===== config.mk =====
export PLATFORM = sky130hd
export DESIGN_NAME = mem_arbiter
export DESIGN_NICKNAME = d
export VERILOG_FILES = /design/src/rtl/mem_arbiter.sv
export SDC_FILE = /design/constraint.sdc
export NUM_CORES = 1
export LEC_CHECK = 0
export CAP_MARGIN = 20
export CORE_AREA = 2 2 273 275
export DETAILED_ROUTE_END_ITERATION = 8
export DIE_AREA = 0 0 275 277
export PLACE_DENSITY_LB_ADDON = 0.12
export SLEW_MARGIN = 30
export SYNTH_ARGS = -nofsm -noshare
export SYNTH_HDL_FRONTEND = slang
export SYNTH_SLANG_ARGS = --single-unit

===== constraint.sdc =====
create_clock -name clk -period 1.7 [get_ports clk]
set_input_delay 0.17 -clock clk [delete_from_list [all_inputs] [get_ports clk]]
set_output_delay 0.17 -clock clk [all_outputs]
set_load 0.1 [all_outputs]

===== src/rtl/mem_arbiter.sv =====
// mem_arbiter: round-robin arbiter sharing one physical memory port between the
// I-side fetch path and the D-side access path, with registered command and response.
module mem_arbiter #(
  parameter int LINE_WIDTH = 128
) (
  input  logic                  clk,
  input  logic                  reset,
  input  logic                  i_read,
  input  logic [15:0]           i_addr,
  output logic [LINE_WIDTH-1:0] i_rdata,
  output logic                  i_resp,
  input  logic                  d_read,
  input  logic                  d_write,
  input  logic [15:0]           d_addr,
  input  logic [LINE_WIDTH-1:0] d_wdata,
  output logic [LINE_WIDTH-1:0] d_rdata,
  output logic                  d_resp,
  output logic                  pmem_read,
  output logic                  pmem_write,
  output logic [15:0]           pmem_addr,
  output logic [LINE_WIDTH-1:0] pmem_wdata,
  input  logic [LINE_WIDTH-1:0] pmem_rdata,
  input  logic                  pmem_resp
);
  typedef enum logic [1:0] {IDLE, I_BUSY, D_BUSY, RESP} state_t;
  state_t state, state_n;
  logic last_d, d_req, grant, pick_d, done;
  always_comb begin
    d_req = d_read | d_write;
    grant = (state == IDLE) && (i_read || d_req);
    pick_d = d_req && (!i_read || !last_d);
    done = ((state == I_BUSY) || (state == D_BUSY)) && pmem_resp;
    state_n = grant ? (pick_d ? D_BUSY : I_BUSY) : done ? RESP : (state == RESP) ? IDLE : state;
  end
  always_ff @(posedge clk) state <= reset ? IDLE : state_n;
  // last_d resets to D so the first simultaneous request goes to the I side
  always_ff @(posedge clk) begin
    if (reset) begin
      last_d <= 1'b1;
      i_resp <= 1'b0;
      d_resp <= 1'b0;
      pmem_read <= 1'b0;
      pmem_write <= 1'b0;
      pmem_addr <= '0;
      pmem_wdata <= '0;
      i_rdata <= '0;
      d_rdata <= '0;
    end else begin
      i_resp <= done && (state == I_BUSY);
      d_resp <= done && (state == D_BUSY);
      if (grant) begin
        last_d <= pick_d;
        pmem_addr <= pick_d ? d_addr : i_addr;
        pmem_write <= pick_d && d_write;
        pmem_read <= !(pick_d && d_write);
        if (pick_d) pmem_wdata <= d_wdata;
      end else if (done) begin
        pmem_read <= 1'b0;
        pmem_write <= 1'b0;
      end
      if (done && (state == I_BUSY)) i_rdata <= pmem_rdata;
      if (done && (state == D_BUSY)) d_rdata <= pmem_rdata;
    end
  end
endmodule


==> summary.txt <==
Routing
  • Routed Antenna Nets: 0
  • Top Metal Used: met5
  • Routed Wire Length: 69230 um
  • WL met3: 6679 um
  • WL met1: 26880 um
  • DRC: 0
  • Via/cell ratio: 4.427
  • DR pass1 iterations: 5
  • Wire length per cell: 19.77 um
  • Initial DRC count: 882
  • Met2 WL: 34590 um
  • Via Count: 15.50k

Logic synthesis
  • EDFF count, synth: 0
  • Syn nets: 2120
  • Ys async rst share: 0%
  • Syn_area_per_cell: 8.025 um^2
  • Yosys warning total: 0
  • Top cells by area, synth: dfxtp_1 56%, nand2_1 14%, a21oi_1 13%, nand3_1 5.0%, o21ai_0 4.3%
  • Post-synth top cells: 532 x nand2_1, 407 x dfxtp_1, 386 x a21oi_1
  • #FFs+latches synth: 407
  • Netlist cell types: 29
  • Synth Instances: 1822
  • Synthesized cell area: 14620 um^2
  • Area leader, netlist: dfxtp_1
  • Most numerous cell in the Yosys netlist: nand2_1
  • Primary FF master, synth: dfxtp_1
  • Seq/Total Area, Yosys: 55.72%
  • Synth top area share: 55.72%

Clock network
  • Reg clk slew, reported paths: 0.06 ns
  • H-tree depth: 2
  • Clock Latency Late Sink: 0.59 ns
  • CTS tree: built
  • Cts bufs inserted: 50
  • Clock Path Buffers: 3
  • Sink Count: 407
  • Root buffer cell: clkbuf_16

STA
  • Final Hold Fails: 0
  • Pins Over Slew Limit: 0
  • # setup viols final: 0
  • Tcrit/Tclk final: 93.26%
  • Slew headroom: 72.78%
  • Final min period: 1.585 ns
  • Worst slew pin tran: 0.4084 ns
  • RSZ-0062 raised after global routing: no
  • Clock skew: 0.01761 ns
  • Max Freq: 0.6308 GHz

Worst setup path
  • Reg2Reg Depth: 7
  • WP data arrival: 2.09 ns
  • Startpoint types: flop
  • CP Max Fanout: 22
  • Reg-to-reg critical path startpoint: state[1]$_SDFFE_PP0P_
  • Critical path capture point type: flop
  • Largest stage delay, worst path: 0.34 ns
  • Internal reg-to-reg setup slack: 0.11 ns
  • Slowest cell on crit path: dfxtp_1
  • Worst reg2reg endpoint: d_rdata[126]$_SDFFE_PP0P_
  • Worst path cell trace: inv_1 > ha_4 > and3_4 > buf_12 > clkbuf_16 > nand2_1 > a21oi_1
  • Critical Path RT: 2.20 ns
  • Class of the most critical setup path: reg2reg

Cells and area
  • Non-filler instance count after layout: 3501
  • Total Nets Final: 2787
  • Share of cells above drive strength 1: 23.08%
  • Layout area overhead: 65.91%
  • Final Util: 32.97%
  • # fillers: 7730

Run status
  • Status: complete, no violations

Min path
  • Hold_sp: d_wdata[40]
  • Hold WC Path Type: in2reg
  • Worst Hold Endpoint: pmem_wdata[40]$_SDFFE_PP0P_
  • Hold depth: 3

Power
  • Power density cells: 1490 nW/um^2
  • Total leakage power: 9.333 nW
  • Worst vdd ir: 696.8 uV

Die
  • Die area: 76180 um^2
  • Core area: 73570 um^2
  • Die height: 277 um
  • Initial core utilization: 19.87%
  • Ports: 698
  • Die W: 275 um
  • Row count: 100

Global route
  • Initial antenna violation count: 7
  • Vias in the first global route: 15.20k
  • Largest net degree at the start of global routing: 81
  • Total gr overflow: 0
  • GRT Overall Usage: 17.21%
  • First-pass GRT wire length: 100700 um

Placement
  • Port Buffers: 697
  • Dpl hpwl: 50120 um
  • Dpl cells: 3402
  • RD Place Congestion: 0.7898

Flow run
  • Max-cap viol count: 0
[state kept, by name, summed over array words and instances (netlist names)]
| signal | count |
|---|---|
| i_resp | 1 |
| pmem_wdata | 128 |
| pmem_write | 1 |
| d_rdata | 128 |
| state | 2 |
| d_resp | 1 |
| i_rdata | 128 |
| pmem_read | 1 |
| last_d | 1 |
| pmem_addr | 16 |
[report_power, final]
group          switching [W]  leakage [nW]  internal, W  total [W]
clock                0.00442         0.857      0.00678     0.0112
sequential          0.000535          3.31       0.0105     0.0111
combinational         0.0103          5.17      0.00353     0.0139
total                 0.0153          9.33       0.0208     0.0361
[critical path, delay by kind of cell (launching register included)]
kind	cells	cell delay, ns
adder cells (fa/ha/maj)	1	0.29
buffers and inverters	3	0.41
flip-flops	1	0.34
AND/OR/NAND/NOR	2	0.34
AO/OA/AOI/OAI	1	0.12
[timing repair]
item | CTS | global route
buffers inserted | 0 | 2
resized for setup | 0 | 3
hold buffers | 1 | 0
hold endpoints to repair | 5 | 0
endpoints found under the setup margin | 0 | 27
[area by class of cell]
cell class / instances / area, um^2 / area share (%)
Antenna cell: 2 / 5.005 / 0.02063
Clock buffer: 72 / 1475 / 6.081
Clock inverter: 21 / 247.7 / 1.021
Inverter: 2 / 7.507 / 0.03095
Multi-Input combinational cell: 1246 / 5759 / 23.74
Sequential cell: 407 / 8148 / 33.59
Tap cell: 969 / 1212 / 4.998
Timing Repair Buffer: 782 / 7403 / 30.52
[placed cells by master (no fill, tap or decap), types with 52 or more instances in the layout]
master and count:
buf_4 425, clkdlybuf4s50_1 292, o21ai_0 125, nand3_1 145, clkbuf_16 52, buf_12 60, a21oi_1 386, dfxtp_1 407
nand2_1 531
[through the flow]
step | setup TNS (ns) | setup WS, ns | instance area [um^2] | hold WS [ns] | total power (W)
finish | 0 | 0.1146 | 24260 | 0.1376 | 0.03613
global placement | 0 | 0.01226 | 22430 | 0.4431 | 0.02510
detailed placement | -0.05956 | -0.03179 | 22430 | 0.4440 | 0.02515
global route | 0 | 0.01512 | 24260 | 0.1066 | 0.03763
CTS | 0 | 0.02903 | 24160 | 0.09645 | 0.03652
floorplan | 0 | 0.1155 | 14620 | 0.2812 | 0.02071
[metal layers]
metal  track usage (%)  vias to the layer above
met5                 0                        -
met4             3.520                       10
met3             6.676                       78
met2             30.16                      528
met1             19.69                     7413
li1                  -                     7469
[logic make-up after synthesis]
family | share of synthesized area (%)
AOI/OAI and AO/OA | 18.95
adders and majority gates | 0.3423
buffers and inverters | 5.323
DFF | 55.72
and+or+nand+nor | 19.66
[worst max-delay path by stage]
stage / start / endpoint / slack (ns)
after floorplan: state[0]$_SDFFE_PP0P_ / d_rdata[108]$_SDFFE_PP0P_ / 0.12
after global placement: pmem_resp / i_rdata[122]$_SDFFE_PP0P_ / 0.01
after detailed placement: pmem_resp / d_rdata[2]$_SDFFE_PP0P_ / -0.03
after CTS: state[0]$_SDFFE_PP0P_ / pmem_read$_SDFFE_PP0P_ / 0.03
after global routing: state[1]$_SDFFE_PP0P_ / d_rdata[35]$_SDFFE_PP0P_ / 0.02
final: state[1]$_SDFFE_PP0P_ / d_rdata[126]$_SDFFE_PP0P_ / 0.11
Power figures use the tool's default switching activity.
